### config.mk
export PLATFORM = sky130hd
export DESIGN_NAME = muldiv_ctrl
export DESIGN_NICKNAME = d
export VERILOG_FILES = /design/src/rtl/muldiv_ctrl.sv
export SDC_FILE = /design/constraint.sdc
export NUM_CORES = 1
export LEC_CHECK = 0
export ABC_AREA = 1
export BUFFER_PORTS_ARGS = -buffer_cell sky130_fd_sc_hd__buf_2
export CAP_MARGIN = 10
export CORE_MARGIN = 2
export CORE_UTILIZATION = 60
export DETAILED_ROUTE_END_ITERATION = 10
export PLACE_DENSITY = 0.84
export RECOVER_POWER = 100
export SLEW_MARGIN = 40
export SYNTH_ARGS = -nofsm -noshare
export SYNTH_HDL_FRONTEND = slang
export SYNTH_SLANG_ARGS = --single-unit
### constraint.sdc
create_clock -name clk -period 8.77 [get_ports clk]
set_input_delay 1.3155 -clock clk [delete_from_list [all_inputs] [get_ports clk]]
set_output_delay 1.3155 -clock clk [all_outputs]
set_load 0.02 [all_outputs]
### src/rtl/muldiv_ctrl.sv
// muldiv_ctrl: multi-cycle multiply/divide sequencer and HI/LO register owner.
//
// Ports:
//   clk, rstn          core clock (rising edge), asynchronous active-low reset
//   i_div, i_divu      start signed / unsigned divide (rs / rt)
//   i_multu            start unsigned multiply (rs * rt)
//   i_mthi, i_mtlo     write rs_data into HI / LO in a single cycle
//   flush              abort the in-flight operation; blocks strobes in IDLE
//   rs_data, rt_data   operands, latched when an operation is accepted
//   hi, lo             HI (remainder / product high) and LO (quotient / product low)
//   busy               high while an iterative operation runs
//   done               one-cycle pulse when results land in HI/LO
//
// Optional feature: define MULDIV_FAST_MUL_EN to give multu a combinational
// WIDTH x WIDTH multiplier that writes HI/LO at the acceptance edge.
module muldiv_ctrl #(
  parameter int unsigned WIDTH = 32
) (
  input  logic             clk,
  input  logic             rstn,
  input  logic             i_div,
  input  logic             i_divu,
  input  logic             i_multu,
  input  logic             i_mthi,
  input  logic             i_mtlo,
  input  logic             flush,
  input  logic [WIDTH-1:0] rs_data,
  input  logic [WIDTH-1:0] rt_data,
  output logic [WIDTH-1:0] hi,
  output logic [WIDTH-1:0] lo,
  output logic             busy,
  output logic             done
);

  localparam int unsigned CW = $clog2(WIDTH) + 1;
  localparam int unsigned W2 = 2 * WIDTH;

`ifdef MULDIV_FAST_MUL_EN
  localparam bit FAST_MUL = 1'b1;
`else
  localparam bit FAST_MUL = 1'b0;
`endif

  typedef enum logic {IDLE, RUN} state_t;

  state_t          state_q, state_d;
  logic [CW-1:0]   cnt_q, cnt_d;
  // Shared accumulator: divide keeps {remainder, dividend/quotient},
  // multiply keeps {partial product high, multiplier/product low}.
  logic [W2-1:0]   acc_q, acc_d;
  logic [WIDTH-1:0] opnd_q, opnd_d;
  logic            is_mul_q, is_mul_d;
  logic            qneg_q, qneg_d;
  logic            rneg_q, rneg_d;
  logic [WIDTH-1:0] hi_q, hi_d;
  logic [WIDTH-1:0] lo_q, lo_d;
  logic            done_q, done_d;

  logic [WIDTH:0]   rem_shift, rem_sub, mul_sum;
  logic [W2-1:0]    div_step, mul_step, step, fast_prod;
  logic [WIDTH-1:0] q_mag, r_mag, res_hi, res_lo, rs_abs, rt_abs;
  logic             last, start_iter;

  always_ff @(posedge clk or negedge rstn) begin
    if (!rstn) begin
      state_q  <= IDLE;
      cnt_q    <= '0;
      acc_q    <= '0;
      opnd_q   <= '0;
      is_mul_q <= 1'b0;
      qneg_q   <= 1'b0;
      rneg_q   <= 1'b0;
      hi_q     <= '0;
      lo_q     <= '0;
      done_q   <= 1'b0;
    end else begin
      state_q  <= state_d;
      cnt_q    <= cnt_d;
      acc_q    <= acc_d;
      opnd_q   <= opnd_d;
      is_mul_q <= is_mul_d;
      qneg_q   <= qneg_d;
      rneg_q   <= rneg_d;
      hi_q     <= hi_d;
      lo_q     <= lo_d;
      done_q   <= done_d;
    end
  end

  // One iteration of either engine, plus sign fix-up of the final result.
  always_comb begin
    rem_shift = {acc_q[W2-1:WIDTH], acc_q[WIDTH-1]};
    rem_sub   = rem_shift - {1'b0, opnd_q};
    if (rem_sub[WIDTH]) div_step = {rem_shift[WIDTH-1:0], acc_q[WIDTH-2:0], 1'b0};
    else                div_step = {rem_sub[WIDTH-1:0], acc_q[WIDTH-2:0], 1'b1};
    mul_sum   = {1'b0, acc_q[W2-1:WIDTH]} + (acc_q[0] ? {1'b0, opnd_q} : '0);
    mul_step  = {mul_sum, acc_q[WIDTH-1:1]};
    step      = is_mul_q ? mul_step : div_step;
    q_mag     = step[WIDTH-1:0];
    r_mag     = step[W2-1:WIDTH];
    if (is_mul_q) begin
      res_hi = r_mag;
      res_lo = q_mag;
    end else begin
      res_hi = rneg_q ? -r_mag : r_mag;
      res_lo = qneg_q ? -q_mag : q_mag;
    end
    rs_abs    = rs_data[WIDTH-1] ? -rs_data : rs_data;
    rt_abs    = rt_data[WIDTH-1] ? -rt_data : rt_data;
    fast_prod = W2'(rs_data) * W2'(rt_data);
    last      = (cnt_q == CW'(WIDTH - 1));
    start_iter = (state_q == IDLE) && !flush &&
                 (i_div || i_divu || (i_multu && !FAST_MUL));
  end

  always_comb begin
    state_d = state_q;
    case (state_q)
      IDLE:    if (start_iter) state_d = RUN;
      RUN:     if (flush || last) state_d = IDLE;
      default: state_d = IDLE;
    endcase
  end

  always_comb begin
    cnt_d    = cnt_q;
    acc_d    = acc_q;
    opnd_d   = opnd_q;
    is_mul_d = is_mul_q;
    qneg_d   = qneg_q;
    rneg_d   = rneg_q;
    hi_d     = hi_q;
    lo_d     = lo_q;
    done_d   = 1'b0;
    if (state_q == IDLE) begin
      cnt_d = '0;
      if (!flush) begin
        if (i_div) begin
          acc_d    = {{WIDTH{1'b0}}, rs_abs};
          opnd_d   = rt_abs;
          is_mul_d = 1'b0;
          // A zero divisor must leave the all-ones raw quotient un-negated;
          // the remainder path already reproduces rs.
          qneg_d   = (rs_data[WIDTH-1] ^ rt_data[WIDTH-1]) && (rt_data != '0);
          rneg_d   = rs_data[WIDTH-1];
        end else if (i_divu) begin
          acc_d    = {{WIDTH{1'b0}}, rs_data};
          opnd_d   = rt_data;
          is_mul_d = 1'b0;
          qneg_d   = 1'b0;
          rneg_d   = 1'b0;
        end else if (i_multu) begin
          if (FAST_MUL) begin
            hi_d   = fast_prod[W2-1:WIDTH];
            lo_d   = fast_prod[WIDTH-1:0];
            done_d = 1'b1;
          end else begin
            acc_d    = {{WIDTH{1'b0}}, rt_data};
            opnd_d   = rs_data;
            is_mul_d = 1'b1;
            qneg_d   = 1'b0;
            rneg_d   = 1'b0;
          end
        end else if (i_mthi) begin
          hi_d = rs_data;
        end else if (i_mtlo) begin
          lo_d = rs_data;
        end
      end
    end else if (!flush) begin
      acc_d = step;
      cnt_d = cnt_q + CW'(1);
      if (last) begin
        hi_d   = res_hi;
        lo_d   = res_lo;
        done_d = 1'b1;
      end
    end
  end

  always_comb begin
    busy = (state_q == RUN);
    hi   = hi_q;
    lo   = lo_q;
    done = done_q;
  end

endmodule

Word-level counts from Yosys, hierarchy flattened
Cells that the tools add are included.
{"block": "op_classes", "addsub": 7, "order_cmp": 0, "mul": 0, "n_eq_ne": 7, "n_reduce_logical": 16, "div": 0, "n_mux": 50, "shifts": 0, "bitwise": 3}
{"cell": "two-way mux 32 bit", "count": 27}
{"cell": "two-way mux 64 bit", "count": 8}
{"cell": "negation 32 bit", "count": 4}
{"cell": "adder 32 x 32 -> 33 bit", "count": 1}
{"cell": "subtractor 33 x 32 -> 33 bit", "count": 1}
{"cell": "nonzero test 32 bit", "count": 1}
{"cell": "two-way mux 1 bit", "count": 12}
{"cell": "two-way mux 6 bit", "count": 2}
{"cell": "!= test 2 x 1 -> 1 bit, second input constant", "count": 5}
{"cell": "AND reduction 7 bit", "count": 1}
{"cell": "adder 6 x 1 -> 6 bit, second input constant", "count": 1}
{"cell": "equality test 6 x 5 -> 1 bit, second input constant", "count": 1}
{"cell": "AND reduction 6 bit", "count": 1}
{"cell": "nonzero test 2 bit", "count": 2}
{"cell": "nonzero test 4 bit", "count": 1}
{"cell": "logical AND 1 bit", "count": 3}
{"cell": "logical OR 1 bit", "count": 3}
{"cell": "AND reduction 3 bit", "count": 1}
{"cell": "nonzero test 3 bit", "count": 1}
{"cell": "!= test 2 bit, second input constant", "count": 1}
{"cell": "inverter 1 bit", "count": 2}
{"cell": "case mux 1 bit (2 select lines)", "count": 1}
{"cell": "AND reduction 2 bit", "count": 1}
{"cell": "logical NOT 1 bit", "count": 1}
{"cell": "bitwise XOR 1 bit", "count": 1}
{"block": "word_totals", "wordCells": 93, "output_inout_bits": 66, "ram_bits": 0, "mem_count": 0, "reg_bits": 171, "latchBits": 0, "rom_bits": 0}

Depth between registers and ports, before layout
Gate-level depths: netlist of the first run.
{"block": "logic_depth", "ltp_word": 9, "ltp_mapped": 33, "mapped_depth_nobuf": 32}

Worst setup path before layout of the first run
No wires, ideal clock.
{"block": "synth_timing", "path_type": "register to register", "from": "register acc_q[31]", "to": "register lo_q[30] (netlist: lo[30])", "arrival_ns": 3.950, "n_path_buf": 1, "required_time_ns": 8.706, "path_stages_with_launch": 34, "setup_slack_ns": 4.756, "period_less_slack_ns": 4.014, "path_cell_list": "dfrtp_1 -> inv_1 -> ha_1 -> inv_1 -> fa_1 -> nand2_1 -> nand2_1 -> nand3_1 -> nand2_2 -> nand2_2 -> nand2_2 -> nand2_2 -> nand2_2 -> nand2_2 -> nand2_2 -> buf_6 -> nand2_2 -> o21a_4 -> ha_1 -> nand3_1 -> nor3_2 -> nand3_1 -> nor3_2 -> inv_1 -> nor3_2 -> and3_1 -> a21oi_1 -> nor2_1 -> inv_1 -> nor2_1 -> nand3_1 -> o211ai_1 -> o21ai_0 -> inv_1"}
{"block": "synth_between", "elab_chain_cells": 9}
{"item": "start, declared", "line": "50", "source": "logic [W2-1:0] acc_q, acc_d;"}
{"item": "start signal, assigned", "line": "68", "source": "acc_q <= '0;"}
{"item": "start signal, assigned", "line": "79", "source": "acc_q <= acc_d;"}
{"item": "subtractor 33 x 32 -> 33 bit", "line": "93", "source": "rem_sub = rem_shift - {1'b0, opnd_q};"}
{"item": "two-way mux 64 bit", "line": "94", "source": "if (rem_sub[WIDTH]) div_step = {rem_shift[WIDTH-1:0], acc_q[WIDTH-2:0], 1'b0};"}
{"item": "two-way mux 64 bit *", "line": "98", "source": "step = is_mul_q ? mul_step : div_step;"}
{"item": "negation 32 bit", "line": "106", "source": "res_lo = qneg_q ? -q_mag : q_mag;"}
{"item": "two-way mux 32 bit", "line": "106"}
{"item": "two-way mux 32 bit *", "line": "101", "source": "if (is_mul_q) begin"}
{"item": "two-way mux 32 bit *", "line": "173", "source": "if (last) begin"}
{"item": "two-way mux 32 bit *", "line": "170", "source": "end else if (!flush) begin"}
{"item": "two-way mux 32 bit *", "line": "135", "source": "if (state_q == IDLE) begin"}
{"item": "end signal, assigned", "line": "85", "source": "lo_q <= lo_d;"}
{"item": "end, declared", "line": "56", "source": "logic [WIDTH-1:0] lo_q, lo_d;"}
Mark *: on every way between the ends. The rest lies on a longest branch, timed or not. The select of a mux whose other input is x is not followed.
A chain may end at the register's enable or synchronous reset.

Worst setup path in the final report of the first run
{"block": "layout_timing", "from": "register state_q (netlist: busy)", "to": "register lo_q[13] (netlist: lo[13])"}
{"block": "layout_between", "elab_chain_cells": 2}
{"item": "start, declared", "line": "46", "source": "state_t state_q, state_d;"}
{"item": "start signal, assigned", "line": "77", "source": "state_q <= state_d;"}
{"item": "!= test 2 x 1 -> 1 bit (no line) or nonzero test 2 bit (tied branches)"}
{"item": "AND reduction 7 bit (no line)"}
Several ways; a longest one is shown, not always the timed one.

==> flow_metrics.tcl, run 1 <==
set metrics [dict create \
    synth_top_family_by_area "simple AND/OR/NAND/NOR gates" \
    gp_routability_congestion 1.10 \
    port_buffers 137 \
    setup_tns_ns 0 \
    maxSlewViolCount 241 \
    hold_path.class "flip-flop to flip-flop" \
    endpoint_kind "flip-flop" \
    drv_cap 5 \
    status "finished, violations left" \
    syn_area_mm2 0.0175 \
    cp.arrival_ns 7.26 \
    cts_tree "built" \
    crit_required_ns 9.12 \
    slowest_delay_ns 2.33 \
    p_switching_w 0.00368 \
    die-area_mm2 0.0305 \
    grt_pass1_wl_mm 113 \
    grt_pass1_vias 19900 \
    cts.sinks 171 \
    synth_cell_types 61 \
    cts_resized 0 \
    grt_usage_pct 48.3 \
    slew_headroom_pct -147 \
    power_frac_seq_pct 19.2 \
    cts_made_buffers 17 \
    async_reset_ff_share_pct 100 \
    synth_compound_area_share_pct 21.7 \
    worst_pin_slew_ns 3.70 \
    critPathMostFrequentCell "inv_1" \
    nFillCells 2743 \
    synth_nets 3049 \
    pwr-share-clk_pct 13.0 \
    fin_worst_skew_ns 0.0253 \
    cpMaxStageDelayCell "clkbuf_1" \
    core_area_mm2 0.0287 \
    drive_gt1_share_pct 7.19 \
    design.portCount 138 \
    fin_crit_sh_pct 78.8 \
    drc 0 \
    dp_hpwl_mm 56.8 \
    synth_area_leader_cell "dfrtp_1" \
    ant_nets 0 \
    ys_seq_area_share_pct 24.5 \
    rsz0062_at_grt "false" \
    internal_power_w 0.00266 \
    gr-total-overflow 0 \
    drt_iter0_markers 3550 \
    cts.root.buffer_cell "clkbuf_16" \
    muxShareOfSynthArea_pct 0 \
    synth_commonest_cells "nand2_1, inv_1, nor2_1" \
    yosys_warnings 0 \
    violations "max-capacitance violations, max-slew violations" \
    irDropWorstVdd_uv 172 \
    power_leakage_nw 9.53 \
    synth.top_cell.area_share_pct 24.5 \
    die_w_um 175 \
    synth.area.top_cells "dfrtp_1, nand2_1, inv_1, nor2_1, o21ai_0" \
    drt_pass1_iterations 8 \
    grt_max_degree 104 \
    h-tree-depth 4 \
    start_kind "flip-flop" \
    totalWireLength_mm 74.1 \
    hold_viol 0 \
    synthAdderAreaFrac_pct 5.17 \
    antenna_found_initial 9 \
    clk_pin_slew_ns 0.09 \
    placed_area_mm2 0.0182 \
    clk_latency_ns 0.47 \
    path_max_fanout 70 \
    min_period_ns 6.91 \
    combPwrFrac_pct 67.8 \
    syn_area_per_cell_um2 6.01 \
    fin_nets 3105 \
    syn_to_final_growth_pct 7.19 \
    via_per_inst 6.34 \
    vias 21300 \
    synth-seq-cells 171 \
    start_util_pct 60.9 \
    max_freq_mhz 145 \
    p_sw_share_pct 58.0 \
    path_cells "clkbuf_1 -> inv_1 -> nor2_1 -> nand2_1 -> nand2_1 -> buf_4 -> inv_1 -> a31oi_1 -> o221ai_1 -> o21ai_0 -> inv_1" \
    synthSimpleGateAreaFrac_pct 35.4 \
    synth-xor-area-share_pct 1.05 \
    crit_type "flip-flop to flip-flop" \
    avgRoutedWirePerCell_um 22.0 \
    design_area_mm2 0.0187 \
    setup_viol 0 \
    post-synth-top-count-cell "nand2_1" \
    row_count 62 \
    dieHeight_um 175 \
    cts_buffer_depth 2 \
    synth_edf_count 0 \
    synth_ff_type "dfrtp_1" \
    ctsHoldBuffers 0 \
    powerDensity_mw_per_mm2 339 \
    post-cts-setup-buffer-count 0 \
    post_synth_inst_count 2906 \
]
==> state kept, by name, indices dropped and copies added (netlist names) <==
register / cells
qneg_q: 1
opnd_q: 32
is_mul_q: 1
lo: 32
done: 1
acc_q: 64
hi: 32
busy: 1
cnt_q: 6
rneg_q: 1
==> through the flow <==
| step | util [%] | worst slack, ns | hold WS [ns] | power, W | cells |
|---|---|---|---|---|---|
| after floorplan | - | 4.76 | 0.474 | 0.00410 | 2906 |
| after global placement | 63.4 | 3.71 | 0.463 | 0.00527 | 3326 |
| after detailed placement | 63.5 | 3.52 | 0.462 | 0.00535 | 3326 |
| after CTS | 65.6 | 3.39 | 0.490 | 0.00618 | 3358 |
| after global routing | 65.2 | 1.61 | 0.526 | 0.00674 | 3359 |
| final | 65.2 | 1.86 | 0.491 | 0.00635 | 3361 |
==> cells in the final DEF (no fill, tap or decap), types with 5 or more instances in the layout <==
cell type	Yosys	routed
a21o_1	5	5
a21oi_1	242	242
a21oi_2	6	6
a22oi_1	11	11
a311oi_1	6	6
a31oi_1	25	25
buf_2	8	69
buf_4	6	10
clkbuf_1	72	73
clkbuf_16	0	17
dfrtp_1	171	170
ha_1	69	69
inv_1	398	395
inv_2	12	14
nand2_1	667	667
nand2_2	27	27
nand3_1	227	227
nand3_2	7	7
nand3b_1	22	22
nand4_1	35	35
nor2_1	350	350
nor2_2	11	11
nor3_1	47	47
nor3_2	5	5
nor4_1	6	6
o211ai_1	31	31
o21a_1	6	6
o21ai_0	262	264
o21ai_1	13	11
o21bai_1	11	11
o22ai_1	41	41
or2_2	15	15
xnor2_1	15	15
xor2_1	6	6
==> final cells by class <==
class / instances / area, um2 / share of cell area (%)
tap: 384 / 480 / 2.57
clock buffer: 18 / 439 / 2.35
clock inverter: 14 / 174 / 0.929
multi-input combinational: 2204 / 11100 / 59.1
sequential: 171 / 4280 / 22.9
inverter: 412 / 1550 / 8.27
timing repair buffer: 156 / 739 / 3.95
antenna: 2 / 5.00 / 0.0267
==> power by group through the flow <==
stage | Sequential, W | Combinational (W) | Clock, W
floorplan | 0.00129 | 0.00282 | 0
global placement | 0.00120 | 0.00407 | 0
detailed placement | 0.00122 | 0.00413 | 0
CTS | 0.00120 | 0.00416 | 0.000813
global route | 0.00124 | 0.00466 | 0.000843
finish | 0.00122 | 0.00431 | 0.000823
==> critical path: cells and delay by family, from the launching register on <==
kind                   cells  cell delay [ns]
buffers and inverters      5             3.84
AOI/OAI and AO/OA          3             0.74
DFF                        1             0.89
and+or+nand+nor            3             1.29
==> final timing paths <==
check,slack (ns),to,cells after the start,startpoint
setup reg to reg,1.86,lo[13],11,busy
hold / removal,0.49,lo[8],2,lo[8]
setup / recovery,1.86,lo[13],11,busy
hold reg to reg,0.49,lo[8],2,lo[8]
min in group asynchronous,1.50,opnd_q[22],1,rstn
max in group asynchronous,2.53,is_mul_q,2,rstn
==> routing by layer <==
metal	track usage, %	vias to the layer above	share of wire [%]
li1	-	9725	-
met1	58.0	9539	36
met2	73.3	1588	42
met3	12.4	440	12
met4	39.0	6	10
met5	0	-	0.050
==> cell families (layout without fill, tap and decap cells) <==
logic type,after synthesis,count (layout)
buffers and inverters,531,600
adders and majority gates,71,71
DFF,171,171
other,0,2
and+or+nand+nor,1431,1431
AOI/OAI and AO/OA,681,681
xor gates and xnor gates,21,21
(Power assumes the default switching activity.)
==> run 2: changes to the inputs <==
Settings changed: ABC_AREA 1 to 0, CORE_UTILIZATION 60 to 56, PLACE_DENSITY 0.84 to 0.82.
Clock period 8.77 ns to 6.2 ns, I/O delays scaled along.
==> flow_metrics.tcl, run 2 <==
set metrics [dict create \
    cts.root.buffer_cell "clkbuf_16" \
    crit_required_ns 6.56 \
    vias 17900 \
    min_period_ns 5.45 \
    r2r_end "hi[23]" \
    path_max_fanout 20 \
    post-synth-top-count-cell "nand2_1" \
    hold_depth 2 \
    grt_max_degree 78 \
    post-cts-setup-buffer-count 0 \
    largest_register "acc_q" \
    hold_path.class "flip-flop to flip-flop" \
    hp-start "lo[10]" \
    endpoint_kind "flip-flop" \
    synth.area.top_cells "dfrtp_1, o21ai_0, nand2_1, a21oi_1, ha_1" \
    synth_edf_count 0 \
    synth_area_leader_cell "dfrtp_1" \
    min_to "lo[10]" \
    ys_seq_area_share_pct 25.8 \
    start_kind "flip-flop" \
    clk_latency_ns 0.46 \
    cts_buffer_depth 2 \
    cts.sinks 171 \
    port_buffers 137 \
    rsz0062_at_grt "false" \
    final_cell_mix "nand2_1, o21ai_0, a21oi_1, dfrtp_1, nor2_1" \
    gr-total-overflow 0 \
    clk_pin_slew_ns 0.08 \
    post-route-util_pct 62.0 \
    syn_to_final_growth_pct 8.26 \
    core_area_mm2 0.0289 \
    cts_resized 0 \
    syn_area_per_cell_um2 7.61 \
    hold_ws_ns 0.484 \
    irDropWorstVdd_uv 334 \
    synth_cell_types 94 \
    cp.arrival_ns 5.82 \
    grt_usage_pct 39.8 \
    largest_reg_flops 64 \
    die_w_um 176 \
    synth_nets 2319 \
    max_freq_mhz 183 \
    die-area_mm2 0.0310 \
    start_util_pct 57.2 \
    synth-seq-cells 171 \
    worst_pin_slew_ns 3.40 \
    gp_routability_congestion 1.03 \
    synth_commonest_cells "nand2_1, o21ai_0, a21oi_1" \
    antenna_found_initial 2 \
    powerDensity_mw_per_mm2 497 \
    ctsHoldBuffers 0 \
    fin_worst_skew_ns 0.0192 \
    fin_ws_ns 0.748 \
    design.portCount 138 \
    r2r_slack_ns 0.75 \
    fin_crit_sh_pct 87.9 \
    setup_viol 0 \
    cts_tree "built" \
    drc 0 \
    synth_ff_type "dfrtp_1" \
    avgRoutedWirePerCell_um 24.0 \
    row_count 62 \
    r2r_cells 15 \
    layout_commonest_cell "nand2_1" \
    maxSlewViolCount 296 \
    totalWireLength_mm 62.8 \
    r2r_start "opnd_q[25]" \
    ant_nets 0 \
    power_leakage_nw 7.55 \
    drive_gt1_share_pct 8.78 \
    setup_tns_ns 0 \
    cts_made_buffers 17 \
    dp_hpwl_mm 47.4 \
    h-tree-depth 4 \
    async_reset_ff_share_pct 100 \
    post_synth_inst_count 2176 \
    drt_iter0_markers 2638 \
    dp_slack_ns 1.02 \
    syn_area_mm2 0.0166 \
    via_per_inst 6.85 \
    yosys_warnings 0 \
    fin_nets 2363 \
    hold_viol 0 \
    drv_cap 5 \
    status "finished, violations left" \
    grt_pass1_vias 16500 \
    grt_pass1_wl_mm 95.1 \
    slew_headroom_pct -127 \
    drt_pass1_iterations 7 \
    violations "max-capacitance violations, max-slew violations" \
    crit_type "flip-flop to flip-flop" \
    dieHeight_um 176 \
    synth.top_cell.area_share_pct 25.8 \
]
==> run 2: cell count changes after synthesis, moves of 46 or more <==
| cell | before | now |
|---|---|---|
| nand2_1 | 667 | 278 |
| inv_1 | 398 | 77 |
| nor2_1 | 350 | 144 |
| nand3_1 | 227 | 29 |
| a211oi_1 | 4 | 64 |
| mux2i_1 | 0 | 59 |
| and2_1 | 0 | 54 |
| nor2b_1 | 0 | 53 |
| xnor2_1 | 15 | 68 |
| a21oi_1 | 242 | 192 |
| clkbuf_1 | 72 | 119 |
| xor2_1 | 6 | 52 |
==> run 2: how the worst max path moves through the flow <==
| stage | startpoint | slack (ns) | end |
|---|---|---|---|
| after global placement | acc_q[47] | 1.10 | hi[20] |
| after detailed placement | acc_q[48] | 1.02 | hi[20] |
| after floorplan | acc_q[47] | 1.25 | hi[20] |
| final | opnd_q[25] | 0.75 | hi[23] |
| after global routing | opnd_q[25] | 0.43 | hi[23] |
| after CTS | acc_q[31] | 0.98 | hi[20] |
==> run 2: cell families after synthesis <==
kind of cell | after synthesis | share of synthesized area, %
mux | 89 | 5.63
simple gates | 746 | 22.0
buf+inv | 218 | 5.14
flops | 171 | 25.8
compound gates | 761 | 29.6
xor+xnor | 120 | 6.35
fa+ha+maj | 71 | 5.45
==> run 2: critical path, stage by stage (launching register included) <==
cell and delay (ns):
dfrtp_1 0.45, inv_1 0.07, ha_1 0.38, a21oi_1 0.29
o21ai_0 0.25, a211oi_1 0.35, o211ai_1 0.34, o211ai_4 0.55
buf_4 0.43, mux2i_1 0.31, nand3_1 0.25, nor3_1 0.53
nand2b_1 0.31, nor2_1 0.30, mux2_1 0.37, o221ai_1 0.16
==> run 2: through the flow <==
step                area (um2)  instances  power [W]
floorplan                16600       2176    0.00594
global placement         17400       2584    0.00745
detailed placement       17400       2584    0.00755
CTS                      18100       2616    0.00874
global route             17900       2617    0.00942
finish                   17900       2618    0.00891
==> run 2: area by class of cell <==
type / instances / area [um2]
clock inverter: 15 / 214
fill: 2646 / 11000
inverter: 78 / 293
sequential: 171 / 4290
clock buffer: 17 / 425
antenna: 1 / 2.50
tap: 384 / 480
multi-input combinational: 1787 / 11400
timing repair buffer: 165 / 811
==> run 2: report_power, final <==
| part | leakage [nW] | switching, W | total (W) | internal (W) |
|---|---|---|---|---|
| clock network | 0.306 | 0.000586 | 0.00118 | 0.000595 |
| logic | 5.08 | 0.00382 | 0.00588 | 0.00207 |
| registers | 2.16 | 0.000405 | 0.00185 | 0.00144 |
==> run 2: routing by layer <==
layer  global-route usage (%)  vias to the layer above  share of wire, %
li1                         -                     8028                 -
met1                     54.9                     8383                39
met2                     56.6                     1298                41
met3                     11.0                      228                14
met4                     21.3                        0               5.9
met5                        0                        -                 0
